File: src/rtl/uart_tx_fifo_if.sv
// Byte-write and status bundle between user logic and the buffered UART transmitter.
// The master writes bytes and watches the flow-control flags; the slave drives the line and status.
interface uart_tx_fifo_if;
    logic [7:0] data_in;
    logic       wr_en;
    logic       TX;
    logic       full;
    logic       empty;
    logic       busy;
    logic       overflow;

    modport master (
        output data_in, wr_en,
        input  TX, full, empty, busy, overflow
    );

    modport slave (
        input  data_in, wr_en,
        output TX, full, empty, busy, overflow
    );
endinterface

File: src/rtl/uart_tx_fifo.sv
// Buffered 8N1 UART transmitter: DEPTH-entry FIFO feeding a start/data/stop serialiser.
// Start bit begins one clock after a write into an idle, empty FIFO; writes while full are dropped and flagged.
module uart_tx_fifo #(
    parameter int CLK_HZ = 50_000_000,
    parameter int BAUD   = 9600,
    parameter int DEPTH  = 4
) (
    input  logic          clk,
    input  logic          res,
    uart_tx_fifo_if.slave bus
);
    localparam int DIV = CLK_HZ / BAUD;
    localparam int CW  = (DIV > 1) ? $clog2(DIV) : 1;
    localparam int AW  = $clog2(DEPTH);
    localparam logic [CW-1:0] DIV_LAST = CW'(DIV - 1);
    localparam logic [AW:0]   CNT_FULL = (AW+1)'(DEPTH);

    typedef enum logic [1:0] {IDLE, START, DATA, STOP} state_t;

    state_t        state_q, state_d;
    logic [CW-1:0] cnt_q, cnt_d;
    logic [2:0]    idx_q, idx_d;
    logic [7:0]    shift_q, shift_d;
    logic          tx_q, tx_d;
    logic          busy_q, busy_d;

    logic [7:0]    mem_q [DEPTH];
    logic [7:0]    mem_d [DEPTH];
    logic [AW-1:0] wr_ptr_q, wr_ptr_d;
    logic [AW-1:0] rd_ptr_q, rd_ptr_d;
    logic [AW:0]   count_q, count_d;
    logic          full_q, full_d;
    logic          empty_q, empty_d;
    logic          overflow_q, overflow_d;

    logic push, pop, bit_end;

    // Serialiser: every state entry and every bit boundary restarts the baud counter.
    always_comb begin
        state_d = state_q;
        cnt_d   = cnt_q + CW'(1);
        idx_d   = idx_q;
        shift_d = shift_q;
        tx_d    = tx_q;
        pop     = 1'b0;
        bit_end = (cnt_q == DIV_LAST);
        case (state_q)
            IDLE: begin
                cnt_d = '0;
                tx_d  = 1'b1;
                if (!empty_q) begin
                    pop     = 1'b1;
                    shift_d = mem_q[rd_ptr_q];
                    tx_d    = 1'b0;
                    state_d = START;
                end
            end
            START: begin
                if (bit_end) begin
                    cnt_d   = '0;
                    tx_d    = shift_q[0];
                    idx_d   = 3'd0;
                    state_d = DATA;
                end
            end
            DATA: begin
                if (bit_end) begin
                    cnt_d = '0;
                    if (idx_q == 3'd7) begin
                        tx_d    = 1'b1;
                        state_d = STOP;
                    end else begin
                        shift_d = shift_q >> 1;
                        idx_d   = idx_q + 3'd1;
                        tx_d    = shift_q[1];
                    end
                end
            end
            STOP: begin
                if (bit_end) begin
                    cnt_d = '0;
                    if (!empty_q) begin
                        pop     = 1'b1;
                        shift_d = mem_q[rd_ptr_q];
                        tx_d    = 1'b0;
                        state_d = START;
                    end else begin
                        tx_d    = 1'b1;
                        state_d = IDLE;
                    end
                end
            end
            default: begin
                cnt_d   = '0;
                tx_d    = 1'b1;
                state_d = IDLE;
            end
        endcase
        busy_d = (state_d != IDLE);
    end

    // Accept decision uses the pre-edge full flag, so a same-cycle pop cannot rescue a write.
    always_comb begin
        push       = bus.wr_en && !full_q;
        mem_d      = mem_q;
        wr_ptr_d   = wr_ptr_q;
        rd_ptr_d   = rd_ptr_q;
        count_d    = count_q;
        if (push) begin
            mem_d[wr_ptr_q] = bus.data_in;
            wr_ptr_d        = wr_ptr_q + AW'(1);
        end
        if (pop) begin
            rd_ptr_d = rd_ptr_q + AW'(1);
        end
        case ({push, pop})
            2'b10:   count_d = count_q + (AW+1)'(1);
            2'b01:   count_d = count_q - (AW+1)'(1);
            default: count_d = count_q;
        endcase
        full_d     = (count_d == CNT_FULL);
        empty_d    = (count_d == '0);
        overflow_d = overflow_q || (bus.wr_en && full_q);
    end

    always_ff @(posedge clk or negedge res) begin
        if (!res) begin
            state_q    <= IDLE;
            cnt_q      <= '0;
            idx_q      <= '0;
            shift_q    <= '0;
            tx_q       <= 1'b1;
            busy_q     <= 1'b0;
            wr_ptr_q   <= '0;
            rd_ptr_q   <= '0;
            count_q    <= '0;
            full_q     <= 1'b0;
            empty_q    <= 1'b1;
            overflow_q <= 1'b0;
        end else begin
            state_q    <= state_d;
            cnt_q      <= cnt_d;
            idx_q      <= idx_d;
            shift_q    <= shift_d;
            tx_q       <= tx_d;
            busy_q     <= busy_d;
            wr_ptr_q   <= wr_ptr_d;
            rd_ptr_q   <= rd_ptr_d;
            count_q    <= count_d;
            full_q     <= full_d;
            empty_q    <= empty_d;
            overflow_q <= overflow_d;
        end
    end

    // Storage needs no reset: an entry is only read after it has been written.
    always_ff @(posedge clk) begin
        mem_q <= mem_d;
    end

    assign bus.TX       = tx_q;
    assign bus.busy     = busy_q;
    assign bus.full     = full_q;
    assign bus.empty    = empty_q;
    assign bus.overflow = overflow_q;
endmodule

File: src/flat_wrapper.sv
// flat-port wrapper written by rule: the top's interface ports become plain ports
module uart_tx_fifo_flat 
#(
    parameter int CLK_HZ = 50_000_000,
    parameter int BAUD   = 9600,
    parameter int DEPTH  = 4
)
  (clk, res, bus_data_in, bus_wr_en, bus_TX, bus_full, bus_empty, bus_busy, bus_overflow);
  uart_tx_fifo_if bus_i ();
  input  logic clk;
  input  logic res;
  input wire logic [$bits(bus_i.data_in)-1:0] bus_data_in;
  input wire logic [$bits(bus_i.wr_en)-1:0] bus_wr_en;
  output wire logic [$bits(bus_i.TX)-1:0] bus_TX;
  output wire logic [$bits(bus_i.full)-1:0] bus_full;
  output wire logic [$bits(bus_i.empty)-1:0] bus_empty;
  output wire logic [$bits(bus_i.busy)-1:0] bus_busy;
  output wire logic [$bits(bus_i.overflow)-1:0] bus_overflow;
  assign bus_i.data_in = bus_data_in;
  assign bus_i.wr_en = bus_wr_en;
  assign bus_TX = bus_i.TX;
  assign bus_full = bus_i.full;
  assign bus_empty = bus_i.empty;
  assign bus_busy = bus_i.busy;
  assign bus_overflow = bus_i.overflow;
  uart_tx_fifo #(.CLK_HZ(CLK_HZ), .BAUD(BAUD), .DEPTH(DEPTH)) u_core (.clk(clk), .res(res), .bus(bus_i));
endmodule
File: config.mk
export PLATFORM = sky130hd
export DESIGN_NAME = uart_tx_fifo_flat
export DESIGN_NICKNAME = d
export VERILOG_FILES = /design/src/rtl/uart_tx_fifo_if.sv /design/src/rtl/uart_tx_fifo.sv /design/src/flat_wrapper.sv
export SDC_FILE = /design/constraint.sdc
export NUM_CORES = 1
export LEC_CHECK = 0
export BUFFER_PORTS_ARGS = -buffer_cell sky130_fd_sc_hd__clkbuf_2
export CAP_MARGIN = 25
export CELL_PAD_IN_SITES_DETAIL_PLACEMENT = 1
export CELL_PAD_IN_SITES_GLOBAL_PLACEMENT = 2
export CORE_AREA = 2 2 109 111
export DETAILED_ROUTE_END_ITERATION = 8
export DIE_AREA = 0 0 111 113
export HOLD_SLACK_MARGIN = 0.08
export PLACE_DENSITY_LB_ADDON = 0.2
export SLEW_MARGIN = 15
export SYNTH_ARGS = -nofsm -noshare
export SYNTH_HDL_FRONTEND = slang
export SYNTH_SLANG_ARGS = --single-unit
File: constraint.sdc
create_clock -name clk -period 3.4 [get_ports clk]
set_clock_uncertainty 0.2 [all_clocks]
set_input_delay 0.17 -clock clk [delete_from_list [all_inputs] [get_ports clk]]
set_output_delay 0.17 -clock clk [all_outputs]
set_load 0.02 [all_outputs]
==> impl_metrics.yaml, run 1 <==
run_status:
  status: "complete, no violations"
timing:
  tns_ps: 0
  post-route-min-period_ps: 3010
  rsz0062_at_grt: "false"
  fmax_ghz: 0.333
  hold_ws_ps: 99.7
  worstMarginPinSlew_ps: 759
  maxSlewViolCount: 0
  hold_violations: 0
  slew_headroom: 0.494
  period_share: 0.884
  setup-violations-final: 0
synthesis:
  ys_ff_latch: 70
  synth-edff-count: 32
  synth_commonest_cells: "dfrtp_1, edfxtp_1, nor2_1, mux2_2, ha_1"
  synthArstFlopShare: 0.543
  syn_area_sq_um: 3310
  postSynthAreaPerCell_sq_um: 14.1
  syn_nets: 260
  yosys.area.top_type: "edfxtp_1"
  yosysTopAreaCellShare: 0.290
  yosysSeqAreaShare: 0.578
  synth_cell_types: 48
  synth.most_common_cell: "dfrtp_1"
  syn-instance-count: 235
  synth_ff_type: "dfrtp_1"
  ys.warnings.count: 0
  synthTopCellsByArea: "edfxtp_1, dfrtp_1, mux4_1"
clocking:
  clockBufferDepth: 2
  post_cts_buffers: 0
  clkSinkCount: 70
  cts_tree: "yes"
  clk_pin_slew_ps: 60
  postCtsHoldBufs: 10
  cts-root-buf: "clkbuf_16"
  cts-buffers-inserted: 9
  ctsResizeCount: 0
  clock_latency_ps: 340
  htreeDepth: 3
placement:
  placed_cell_area_sq_um: 3540
  numPortBuffers: 15
  hpwl_microns: 4420
  place_congestion: 0.730
floorplanning:
  core_sq_um: 11300
  rows: 39
  die_y_microns: 113
  start_util: 0.294
  design.die.area_sq_um: 12500
  ios: 16
  dieWidth_microns: 111
pwr:
  seqPwrFrac: 0.422
  p_per_area_nw_per_um2: 767
  p_sw_frac: 0.318
  clkPwrFrac: 0.302
  power.leakage_nw: 1.57
  power_switching_w: 0.000957
  ir_worst_vdd_uv: 277
  combPwrFrac: 0.276
  p_int_w: 0.00206
worst_setup_path:
  slowest_stage: "dfrtp_1"
  r2r_setup_slack_ps: 390
  start_kind: "register"
  required_ps: 3470
  path_common_cell: "ha_1"
  worstPathMaxFanout: 6
  cp_top_family: "simple AND/OR/NAND/NOR gates"
  crit_type: "register to register"
  regToRegStartpoint: "u_core.cnt_q[0]$_DFF_PN0_"
  cp-startpoint: "u_core.cnt_q[0]$_DFF_PN0_"
  reg2reg_to: "u_core.bus.full$_DFF_PN0_"
  cp_slowest_stage_delay_ps: 420
  path_buf_inv: 0
  reg2regPathDepth: 9
  worstPathCellList: "ha_1 > and4bb_4 > a41oi_1 > nor3_2 > ha_1 > fa_1 > mux2_2 > or2_2 > nor2b_1"
  cp.arrival_ps: 3070
  end_kind: "register"
run:
  maxCapViolCount: 0
drt:
  via_per_inst: 4.58
  wl_per_cell_microns: 15.6
  drc: 0
  first_pass_iters: 4
  routed_wl_microns: 6440
  vias: 1891
  postRouteAntennaNets: 0
  first_iter_violations: 68
grt:
  grt_pass1_wl_microns: 11000
  globalRouteTotalUtil: 0.115
  antenna_found_initial: 0
  grt-ovfl-total: 0
  first_global_vias: 2058
  grt_max_degree: 26
min_path:
  hold_path.class: "input port to async pin"
final_layout:
  nNetsFinal: 290
  final_area_sq_um: 3930
  area_growth_pct: 18.7
  fillers: 1181
  drive_gt1_frac: 0.226
  fin_util: 0.348
  antenna_cells: 0
## stage by stage
step / worst slack (ps) / power (W) / std cells
2_1_floorplan: 652 / 0.00190 / 235
3_3_place_gp: 489 / 0.00211 / 386
3_5_place_dp: 405 / 0.00213 / 387
4_1_cts: 359 / 0.00308 / 413
5_1_grt: 147 / 0.00322 / 413
6_report: 395 / 0.00301 / 413
## registers in the layout, summed over array words and instances, names as in the netlist
register and flops:
u_core.bus.TX 1, u_core.bus.busy 1, u_core.bus.empty 1, u_core.bus.full 1, u_core.bus.overflow 1, u_core.cnt_q 13, u_core.count_q 3, u_core.idx_q 3
u_core.mem_q 32, u_core.rd_ptr_q 2, u_core.shift_q 8, u_core.state_q 2, u_core.wr_ptr_q 2
## metal layers
layer,up-vias,part of all wire,track usage,wire (microns)
met3,8,0.030,0.0354,191
met1,931,0.52,0.156,3330
met2,25,0.44,0.169,2820
met4,0,0.015,0.0525,95
met5,-,0,0,0
li1,927,-,-,-
## power by group through the flow
stage	Combinational, W	Sequential (W)	Clock (W)
after floorplan	0.000663	0.00124	0
after global placement	0.000816	0.00129	0
after detailed placement	0.000837	0.00130	0
after CTS	0.000854	0.00128	0.000940
after global routing	0.000942	0.00131	0.000968
final	0.000831	0.00127	0.000910
## how the worst max path moves through the flow
stage                                            to  slack (ps)  cells past startpoint
after floorplan           u_core.bus.full$_DFF_PN0_         650                      9
after global placement    u_core.bus.full$_DFF_PN0_         490                      9
after detailed placement  u_core.bus.full$_DFF_PN0_         410                      9
after CTS                 u_core.bus.full$_DFF_PN0_         360                      9
after global routing      u_core.bus.full$_DFF_PN0_         150                      9
final                     u_core.bus.full$_DFF_PN0_         390                      9
## cell usage in the layout (no fill, tap or decap), types with 2 or more instances in the layout
cell type,instances
inv_1,11
mux2_2,16
nand4_1,5
nor2_1,22
and3_1,3
or3_1,2
nand2_1,8
nor2b_1,3
inv_6,3
and4b_1,2
dlygate4sd3_1,10
edfxtp_1,32
xor2_1,5
and2_1,4
clkbuf_2,15
dfrtp_1,36
nand3_1,6
dfstp_2,2
nor3_1,4
mux4_1,8
ha_1,13
o21ai_0,6
clkbuf_16,9
a22o_1,3
nand3b_1,2
or2_2,2
clkinv_4,2
xnor2_1,12
## final cells by class
| class | count | area (sq um) | area share |
|---|---|---|---|
| multi-input combinational | 146 | 1300 | 0.332 |
| timing repair buffer | 27 | 203 | 0.0516 |
| clock buffer | 9 | 225 | 0.0573 |
| sequential | 70 | 1910 | 0.487 |
| inverter | 11 | 41.3 | 0.0105 |
| clock inverter | 7 | 62.6 | 0.0159 |
| tap | 143 | 179 | 0.0456 |
## logic make-up (layout without fill, tap and decap cells)
kind of cell             count (synthesis)  count (layout)  synth area share
AO/OA/AOI/OAI                           20              20            0.0492
AND/OR/NAND/NOR                         70              70             0.122
XOR/XNOR                                17              17            0.0450
buffers and inverters                   19              54            0.0280
flip-flops                              70              70             0.578
multiplexers                            25              25             0.122
adder cells (fa/ha/maj)                 14              14            0.0552
No activity file was read; power rests on OpenSTA's default activity.
==> run 2: changes to the inputs <==
--- a/config.mk
+++ b/config.mk
@@ -9,9 +9,10 @@
 export CAP_MARGIN = 25
 export CELL_PAD_IN_SITES_DETAIL_PLACEMENT = 1
 export CELL_PAD_IN_SITES_GLOBAL_PLACEMENT = 2
-export CORE_AREA = 2 2 109 111
+export CORE_AREA = 2 2 78 154
 export DETAILED_ROUTE_END_ITERATION = 8
-export DIE_AREA = 0 0 111 113
+export DIE_AREA = 0 0 80 156
+export GPL_TIMING_DRIVEN = 0
 export HOLD_SLACK_MARGIN = 0.08
 export PLACE_DENSITY_LB_ADDON = 0.2
 export SLEW_MARGIN = 15
==> constraint.sdc (replaced) <==
create_clock -name clk -period 3.09 [get_ports clk]
set_clock_uncertainty 0.2 [all_clocks]
set_input_delay 0.1545 -clock clk [delete_from_list [all_inputs] [get_ports clk]]
set_output_delay 0.1545 -clock clk [all_outputs]
set_load 0.02 [all_outputs]
==> run 2 against run 1 <==
  * Sequential share of layout area down 1.0 points
  * Clock power is 9.9% higher
  * Flip-flop and latch count stayed put
==> impl_metrics.yaml, run 2 (synthesis results as in run 1) <==
drt:
  vias: 1980
  dr_wl_met3_microns: 176
  routed_wl_microns: 6700
  wl_met2_microns: 4020
  postRouteAntennaNets: 0
  drc: 0
  via_per_inst: 4.68
  first_iter_violations: 39
  wl_per_cell_microns: 15.8
  first_pass_iters: 4
  top_layer_used: "met4"
  wl_met1_microns: 2360
worst_setup_path:
  regToRegStartpoint: "u_core.cnt_q[11]$_DFF_PN0_"
  reg2regPathDepth: 8
  cp_top_family: "simple AND/OR/NAND/NOR gates"
  r2r_setup_slack_ps: 170
  required_ps: 3160
  end_kind: "register"
  worstPathCellList: "nor4b_4 > a41oi_1 > nor3_2 > ha_2 > fa_1 > mux2_2 > or2_2 > nor2b_1"
  cp-startpoint: "u_core.cnt_q[11]$_DFF_PN0_"
  reg2reg_to: "u_core.bus.full$_DFF_PN0_"
  critical_path.endpoint: "u_core.bus.full$_DFF_PN0_"
  worstPathMaxFanout: 4
  cp_slowest_stage_delay_ps: 450
  crit_cells: 8
  crit_type: "register to register"
  start_kind: "register"
  slowest_stage: "dfrtp_1"
  path_buf_inv: 0
  cp.arrival_ps: 2990
clocking:
  cts-root-buf: "clkbuf_16"
  clk_pin_slew_ps: 60
  htreeDepth: 3
  cts-buffers-inserted: 9
  clkSinkCount: 70
  clock_latency_ps: 340
  clockBufferDepth: 2
  cts_tree: "yes"
placement:
  place_congestion: 0.707
  placed_cell_area_sq_um: 3580
  place_inst: 393
  numPortBuffers: 15
  hpwl_microns: 4900
timing:
  setup-violations-final: 0
  slew_headroom: 0.657
  maxSlewViolCount: 0
  period_share: 0.946
  hold_ws_ps: 107
  fmax_ghz: 0.342
  hold_violations: 0
  worstMarginPinSlew_ps: 514
  post-route-min-period_ps: 2920
final_layout:
  final_cell_mix: "dfrtp_1, edfxtp_1, nor2_1, clkbuf_2, mux2_2"
  final_common_cell: "dfrtp_1"
  area_growth_pct: 21.4
  drive_gt1_frac: 0.263
  largest_register: "u_core.mem_q"
  nNetsFinal: 301
  antenna_cells: 0
  regArea_sq_um: 1920
  final_cells: 423
  final_area_sq_um: 4020
  multi_input_area_sq_um: 1320
  fillers: 1217
  largest_register_ffs: 32
  top_regs: "u_core.mem_q x32, u_core.cnt_q x13, u_core.shift_q x8"
pwr:
  power.leakage_nw: 1.61
  ir_worst_vdd_uv: 369
  p_per_area_nw_per_um2: 839
grt:
  first_global_vias: 2171
  grt_max_degree: 23
  grt_pass1_wl_microns: 11100
  grt-ovfl-total: 0
  antenna_found_initial: 0
  globalRouteTotalUtil: 0.121
run_status:
  status: "complete, no violations"
min_path:
  hold_path.class: "input port to async pin"
floorplanning:
  start_util: 0.293
  dieWidth_microns: 80
  die_y_microns: 156
  core_sq_um: 11300
  ios: 16
  design.die.area_sq_um: 12500
  rows: 55
run:
  maxCapViolCount: 0
-- run 2: cell count changes in the layout (fill, tap and decap cells not counted), sizes merged --
cell and change:
buf +7, clkbuf +4
-- run 2: metal layers --
metal	up-vias	global-route usage
met2	17	0.232
met3	9	0.0318
met1	1011	0.114
met4	0	0.0581
met5	-	0
li1	943	-
-- run 2: worst min-delay path by stage --
| stage | startpoint | to | slack [ps] | depth (start not counted) |
|---|---|---|---|---|
| floorplan | res | u_core.bus.busy$_DFF_PN0_ | -340 | 0 |
| global placement | bus_data_in[2] | u_core.mem_q[18]$_DFFE_PP_ | 170 | 1 |
| detailed placement | res | u_core.cnt_q[11]$_DFF_PN0_ | -70 | 1 |
| CTS | res | u_core.rd_ptr_q[1]$_DFFE_PN0P_ | 130 | 2 |
| global route | res | u_core.rd_ptr_q[0]$_DFFE_PN0P_ | 160 | 2 |
| finish | res | u_core.rd_ptr_q[1]$_DFFE_PN0P_ | 110 | 2 |
-- run 2: repair_timing --
item | CTS | global route
cloned | 0 | 0
buffers inserted | 0 | 4
pin swaps | 0 | 3
hold endpoints to repair | 70 | 0
gates resized for setup | 3 | 3
endpoints found under the setup margin | 2 | 2
hold buffers | 10 | 0
-- run 2: cell type report --
type | instances | area share
inverters | 11 | 0.0103
clock inverters | 7 | 0.0156
repair buffers | 30 | 0.0560
clock buffers | 9 | 0.0560
plain buffers | 8 | 0.0128
flip-flops and latches | 70 | 0.477
multi-input cells | 146 | 0.328
well taps | 142 | 0.0442
-- run 2: worst register-to-register path: cells and delay by family (launching register included) --
kind | cells | cell delay, ps
flops | 1 | 450
simple gates | 4 | 1060
fa+ha+maj | 2 | 660
mux | 1 | 280
compound gates | 1 | 220
-- run 2: power by group --
group | internal, W | switching, W | leakage [nW]
sequential | 0.00123 | 0.000121 | 0.767
combinational | 0.000524 | 0.000495 | 0.702
clock | 0.000560 | 0.000441 | 0.139
-- run 2: metrics by stage --
step	total power [W]	TNS [ps]	util	setup slack (ps)
after floorplan	0.00209	0	-	342
after global placement	0.00235	-55.2	0.316	-36.0
after detailed placement	0.00238	-63.0	0.317	-39.3
after CTS	0.00341	0	0.352	39.8
after global routing	0.00360	-16.2	0.356	-16.2
final	0.00337	0	0.356	167
